**src/rtl/if_stage.sv**
```systemverilog
// -----------------------------------------------------------------------------
// if_stage
// Instruction-fetch stage of a five-stage MIPS pipeline. Owns the program
// counter, drives the combinational instruction-memory address and registers
// the returned word into the IF/ID pipeline register.
//
// Parameters
//   RESET_PC     PC value loaded on reset (word aligned)
//
// Ports
//   clk          clock, all state updates on the rising edge
//   rst          asynchronous active-high reset
//   imem_addr    fetch address (the PC register, never gated)
//   imem_instr   instruction word returned by memory in the same cycle
//   stall        hold PC, IF/ID and fetch_count
//   id_redirect  ID-stage control transfer taken; id_target is its target
//   ex_redirect  EX-stage control transfer (highest priority); ex_target
//   ifid_valid   IF/ID holds a real instruction
//   ifid_instr   registered instruction, 0 (NOP) when invalid
//   ifid_pc      address of ifid_instr
//   ifid_pc4     ifid_pc + 4 (link value)
//   fetch_count  number of valid instructions accepted into IF/ID
// -----------------------------------------------------------------------------
module if_stage #(
  parameter logic [31:0] RESET_PC = 32'h0000_0000
) (
  input  logic        clk,
  input  logic        rst,
  output logic [31:0] imem_addr,
  input  logic [31:0] imem_instr,
  input  logic        stall,
  input  logic        id_redirect,
  input  logic [31:0] id_target,
  input  logic        ex_redirect,
  input  logic [31:0] ex_target,
  output logic        ifid_valid,
  output logic [31:0] ifid_instr,
  output logic [31:0] ifid_pc,
  output logic [31:0] ifid_pc4,
  output logic [31:0] fetch_count
);

  // Low address bits are forced to zero everywhere a PC is loaded.
  localparam logic [31:0] RESET_PC_ALIGNED = {RESET_PC[31:2], 2'b00};

  logic [31:0] r_pc;
  logic        r_valid;
  logic [31:0] r_instr;
  logic [31:0] r_ifid_pc;
  logic [31:0] r_ifid_pc4;
  logic [31:0] r_fetch_count;

  logic [31:0] w_pc_plus4;
  logic [31:0] w_ex_target;
  logic [31:0] w_id_target;

  // Mod 2^32 arithmetic: 0xFFFF_FFFC + 4 wraps to 0.
  assign w_pc_plus4  = r_pc + 32'd4;
  assign w_ex_target = {ex_target[31:2], 2'b00};
  assign w_id_target = {id_target[31:2], 2'b00};

  // Priority: ex_redirect > stall > id_redirect > sequential fetch.
  // An id_redirect seen during a stall is dropped; the hazard unit keeps it
  // asserted until the stall clears.
  always_ff @(posedge clk or posedge rst) begin
    if (rst) begin
      r_pc          <= RESET_PC_ALIGNED;
      r_valid       <= 1'b0;
      r_instr       <= 32'h0;
      r_ifid_pc     <= 32'h0;
      r_ifid_pc4    <= 32'h0;
      r_fetch_count <= 32'h0;
    end else if (ex_redirect) begin
      r_pc       <= w_ex_target;
      r_valid    <= 1'b0;
      r_instr    <= 32'h0;
      r_ifid_pc  <= 32'h0;
      r_ifid_pc4 <= 32'h0;
    end else if (stall) begin
      r_pc          <= r_pc;
      r_valid       <= r_valid;
      r_instr       <= r_instr;
      r_ifid_pc     <= r_ifid_pc;
      r_ifid_pc4    <= r_ifid_pc4;
      r_fetch_count <= r_fetch_count;
    end else if (id_redirect) begin
      // The word fetched this cycle is the wrong-path slot: squash it.
      r_pc       <= w_id_target;
      r_valid    <= 1'b0;
      r_instr    <= 32'h0;
      r_ifid_pc  <= 32'h0;
      r_ifid_pc4 <= 32'h0;
    end else begin
      r_pc          <= w_pc_plus4;
      r_valid       <= 1'b1;
      r_instr       <= imem_instr;
      r_ifid_pc     <= r_pc;
      r_ifid_pc4    <= w_pc_plus4;
      r_fetch_count <= r_fetch_count + 32'd1;
    end
  end

  assign imem_addr   = r_pc;
  assign ifid_valid  = r_valid;
  assign ifid_instr  = r_instr;
  assign ifid_pc     = r_ifid_pc;
  assign ifid_pc4    = r_ifid_pc4;
  assign fetch_count = r_fetch_count;

endmodule

```
**config.mk**
```make
export PLATFORM = sky130hd
export DESIGN_NAME = if_stage
export DESIGN_NICKNAME = d
export VERILOG_FILES = /design/src/rtl/if_stage.sv
export SDC_FILE = /design/constraint.sdc
export NUM_CORES = 1
export LEC_CHECK = 0
export BUFFER_PORTS_ARGS = -buffer_cell sky130_fd_sc_hd__buf_4
export CORE_UTILIZATION = 45
export DETAILED_ROUTE_END_ITERATION = 7
export PLACE_DENSITY = 0.87
export SLEW_MARGIN = 20
export SYNTH_ARGS = -nofsm -noshare
export SYNTH_HDL_FRONTEND = slang
export SYNTH_SLANG_ARGS = --single-unit
```
**constraint.sdc**
```tcl
create_clock -name clk -period 4.6 [get_ports clk]
set_input_delay 0.46 -clock clk [delete_from_list [all_inputs] [get_ports clk]]
set_output_delay 0.46 -clock clk [all_outputs]
set_load 0.05 [all_outputs]
```
Word-level counts from Yosys, hierarchy flattened

Index checks and enable logic that the tools add are counted.

$add $sub $neg: 2
Eq/ne operators: 1
Mux-type cells: 15
Bitwise operators: 3
Reductions and logical operators: 1

Operators by type and width:

| operator                | number |
|---|---|
| $mux W32                | 12 |
| $add A32 B1 Y32 const B | 1 |
| $add A32 B3 Y32 const B | 1 |
| $mux W1                 | 3 |
| $not A1 Y1              | 3 |
| $reduce_and A3 Y1       | 1 |
| $ne A2 B1 Y1 const B    | 1 |

Register bits: 161
Output and inout port bits: 161
Logic and storage cells: 28

Longest topological paths before layout

Depth in word-level cells: 4
Depth in mapped cells: 7

Least setup slack after synthesis

OpenSTA, ideal clock, no wires.

Kind: register -> register
From: register r_pc[2], in the netlist imem_addr[2]
To: register r_pc[20], in the netlist imem_addr[20]
Setup time: 0.126 ns
Arrival time: 2.390 ns
Required time: 4.474 ns
Setup slack: 2.084 ns
Stages on the path, launching flop included: 7
Clock period less this slack: 2.516 ns
Cells stage by stage: dfrtp_1 > ha_1 > nand3_2 > nor4_1 > nand4_1 > xnor2_1 > a221o_1

Word-level cells in the longest chain between the ends: 4

RTL lines:

| item                   | RTL line | source |
|---|---|---|
| from (decl)            | 46       | `logic [31:0] r_pc;` |
| from (signal assigned) | 74       | `r_pc <= w_ex_target;` |
| from (signal assigned) | 80       | `r_pc <= r_pc;` |
| from (signal assigned) | 88       | `r_pc <= w_id_target;` |
| $add A32 B3 Y32        | 58       | `assign w_pc_plus4 = r_pc + 32'd4;` |
| $mux W32               | 86       | `end else if (id_redirect) begin` |
| $mux W32               | 79       | `end else if (stall) begin` |
| $mux W32               | 73       | `end else if (ex_redirect) begin` |

Every way passes these cells. The select of a mux whose other input is x is not followed.
A chain may end at the register's enable or synchronous reset.

Worst setup path after layout

From: register r_pc[2], in the netlist imem_addr[2]
To: register r_pc[28], in the netlist imem_addr[28]

Same word-level chain as after synthesis.

==> results.py <==
metrics = {
    "sta": {
        "period_minus_slack_ns": 2.828,
        "slew_headroom_pct": 31.64,
        "fin_tns_setup_ns": 0,
        "maxSlewViolCount": 0,
        "final_hold_viol_count": 0,
        "max_freq_mhz": 353.6,
        "setup_viol": 0,
        "worstMarginPinSlew_ns": 1.016,
        "min_period_over_period_pct": 61.48,
        "setup_ws_ns": 1.772,
        "finalClockSkew_ns": 0.007272,
        "rsz0062_at_grt": "false",
    },
    "floorplanning": {
        "dieArea_mm2": 0.01597,
        "die_y_um": 126.4,
        "io_pins": 262,
        "core_mm2": 0.01515,
        "fp.dieW_um": 126.4,
        "initial_core_util_pct": 45.95,
        "num_rows": 45,
    },
    "grt": {
        "track_usage_pct": 26.06,
        "grt_pass1_vias": 5949,
        "grt_pass1_wl_um": 32170,
        "grt_start_max_net_pins": 80,
        "antenna_found_initial": 0,
        "grt_overflow_total": 0,
    },
    "setup_path": {
        "reg2reg_from": "imem_addr[2]$_DFFE_PP0P_",
        "r2r_end": "imem_addr[28]$_DFFE_PP0P_",
        "required_ns": 4.90,
        "r2r_slack_ns": 1.77,
        "end_kind": "register",
        "path_cells": "ha_1 > nand3_2 > nor4_1 > nand3_1 > xnor2_1 > a221o_1",
        "worstPathMaxFanout": 8,
        "worst_path_max_delay_cell": "nor4_1",
        "critPathKind": "register to register",
        "start_kind": "register",
        "r2r_cells": 6,
        "slowest_delay_ns": 0.92,
        "arrival_ns": 3.13,
    },
    "cells_and_area": {
        "antenna-diode-count": 0,
        "fillers": 1210,
        "drive_gt1_share_pct": 34.26,
        "area_growth_pct": 38.06,
        "layout.nets": 986,
    },
    "min_path": {
        "hp-class": "input port to asynchronous set/reset pin",
    },
    "routing": {
        "wirelength_um": 20210,
        "dr_total_vias": 6063,
        "drt_iter0_drc": 374,
        "drc": 0,
        "via_per_inst": 5.593,
        "wl_per_cell_um": 18.65,
        "dr.pass1.iters": 5,
        "antenna_left": 0,
    },
    "place": {
        "hpwl_um": 13520,
        "port_buffers": 255,
        "pre_cts_ws_ns": 1.810,
        "gp_congestion": 0.8053,
    },
    "outcome": {
        "run_status": "finished clean",
    },
    "synth": {
        "synth_flop_cell": "dfrtp_1",
        "yosys_warnings": 0,
        "syn_avg_cell_area_um2": 10.61,
        "ys_seq_elements": 156,
        "synthCells": 656,
        "synth_edf_count": 0,
        "synth_area_mm2": 0.006959,
        "ys_types": 45,
        "async_reset_ff_share_pct": 100.0,
        "yosysSeqAreaShare_pct": 56.09,
    },
    "cts": {
        "cts.sinks": 156,
        "cts_htree_levels": 4,
        "clkLatencyLatePin_ns": 0.42,
        "cts_resized": 0,
        "cts_buffers": 17,
        "cts_tree": "done",
        "cts_root_buf": "clkbuf_16",
        "cts.path.max_buffers": 2,
        "clk_pin_slew_ns": 0.06,
        "ctsHoldBuffers": 0,
        "post-cts-setup-buffers": 0,
    },
    "power": {
        "powerDensity_mw_per_mm2": 398.1,
        "peakVddDrop_mv": 0.3502,
        "p_leak_nw": 4.725,
    },
    "job": {
        "maxCapViolCount": 0,
    },
}
[worst max-delay path, delay by kind of cell, from the launching register on]
| kind | cells | cell delay [ns] |
|---|---|---|
| fa+ha+maj | 1 | 0.34 |
| xor+xnor | 1 | 0.21 |
| compound gates | 1 | 0.32 |
| flops | 1 | 0.50 |
| simple gates | 3 | 1.35 |
[cells in the final DEF, fill, tap and decap left out, types with 3 or more instances in the layout]
cell        instances
clkbuf_16          17
and4_1              9
o21ai_0            26
clkinvlp_4          3
nand4_1            17
inv_6               3
nand2_1            89
a22o_1             70
mux2i_1             6
nor3_1              7
buf_4             259
xor2_1             15
and2_1              6
nor4_1              4
and3_1              5
xnor2_1            41
a21oi_1            29
nand3_1            23
o211ai_1            3
bufinv_16           4
o221ai_1           10
nor2_1             47
dfrtp_1           156
a221o_1             8
[cells by family after synthesis]
kind of cell               after synthesis  synth area share, %
muxes                                    8                1.187
buffers and inverters                   57                3.434
DFF                                    156                56.09
xor gates and xnor gates                56                7.048
AOI/OAI and AO/OA                      157                16.76
and+or+nand+nor                        219                15.07
other                                    1              0.05389
adders and majority gates                2               0.3595
[metal layers]
layer / GRT usage [%] / wire [um]
met1: 34.43 / 8695
met3: 6.073 / 1130
met4: 10.77 / 612
met2: 41.50 / 9773
met5: 0 / 0
[through the flow]
step | hold slack, ns | utilization [%] | cells | power [mW] | area [um^2]
after global routing | 0.01765 | 63.44 | 1084 | 3.964 | 9608
after detailed placement | 0.4480 | 59.23 | 1052 | 2.323 | 8971
final | 0.01029 | 63.44 | 1084 | 3.825 | 9608
after CTS | 0.002781 | 63.44 | 1084 | 3.850 | 9608
after floorplan | 0.5810 | - | 657 | 2.045 | 6967
after global placement | 0.4441 | 59.23 | 1052 | 2.312 | 8971
[final cells by class]
| cell class | count | area (um^2) | share of cell area, % |
|---|---|---|---|
| well taps | 188 | 235.2 | 2.448 |
| multi-input cells | 444 | 2833 | 29.48 |
| clock buffers | 17 | 425.4 | 4.428 |
| flip-flops and latches | 156 | 3904 | 40.63 |
| repair buffers | 261 | 1984 | 20.65 |
| clock inverters | 15 | 211.5 | 2.201 |
| inverters | 3 | 15.01 | 0.1563 |
[power by group]
part	internal [mW]	switching (mW)	total (mW)
combinational	0.251	0.487	0.737
sequential	1.45	0.118	1.57
clock	0.921	0.598	1.52
total	2.62	1.20	3.82
[cells in the mapped netlist (2+ instances only)]
master / count / share of area [%]
and4_1: 9 / 1.1
nor2_1: 47 / 2.5
xor2_1: 15 / 1.9
o21ai_1: 2 / 0.14
mux2_2: 2 / 0.32
o21ai_0: 26 / 1.9
ha_1: 2 / 0.36
buf_1: 3 / 0.16
nor4_1: 4 / 0.36
inv_1: 3 / 0.16
buf_4: 5 / 0.54
nand4_1: 17 / 1.5
mux2i_1: 6 / 0.86
clkbuf_1: 41 / 2.2
o211ai_1: 3 / 0.32
and3_1: 5 / 0.45
buf_2: 5 / 0.36
dfrtp_1: 156 / 56
a22o_1: 70 / 8.8
xnor2_1: 41 / 5.2
o221ai_1: 10 / 1.3
a21o_1: 2 / 0.22
nand3_1: 23 / 1.7
and2_1: 6 / 0.54
a221o_1: 8 / 1.2
nor3_1: 8 / 0.58
nor2b_1: 2 / 0.18
a22oi_1: 2 / 0.22
nand2_1: 89 / 4.8
a21oi_1: 29 / 2.1
[how the worst max path moves through the flow]
| stage | from | endpoint | cells past startpoint |
|---|---|---|---|
| 4_1_cts | imem_addr[2]$_DFFE_PP0P_ | imem_addr[28]$_DFFE_PP0P_ | 6 |
| 6_report | imem_addr[2]$_DFFE_PP0P_ | imem_addr[28]$_DFFE_PP0P_ | 6 |
| 3_3_place_gp | imem_addr[2]$_DFFE_PP0P_ | imem_addr[28]$_DFFE_PP0P_ | 6 |
| 5_1_grt | imem_addr[2]$_DFFE_PP0P_ | imem_addr[28]$_DFFE_PP0P_ | 6 |
| 3_5_place_dp | imem_addr[2]$_DFFE_PP0P_ | imem_addr[28]$_DFFE_PP0P_ | 6 |
| 2_1_floorplan | imem_addr[2]$_DFFE_PP0P_ | imem_addr[20]$_DFFE_PP0P_ | 6 |
[sequential cells by signal, summed over array words and instances (netlist names)]
register	cells
imem_addr	30
ifid_valid	1
fetch_count	32
ifid_pc4	30
ifid_pc	31
ifid_instr	32
Power figures use the tool's default switching activity.
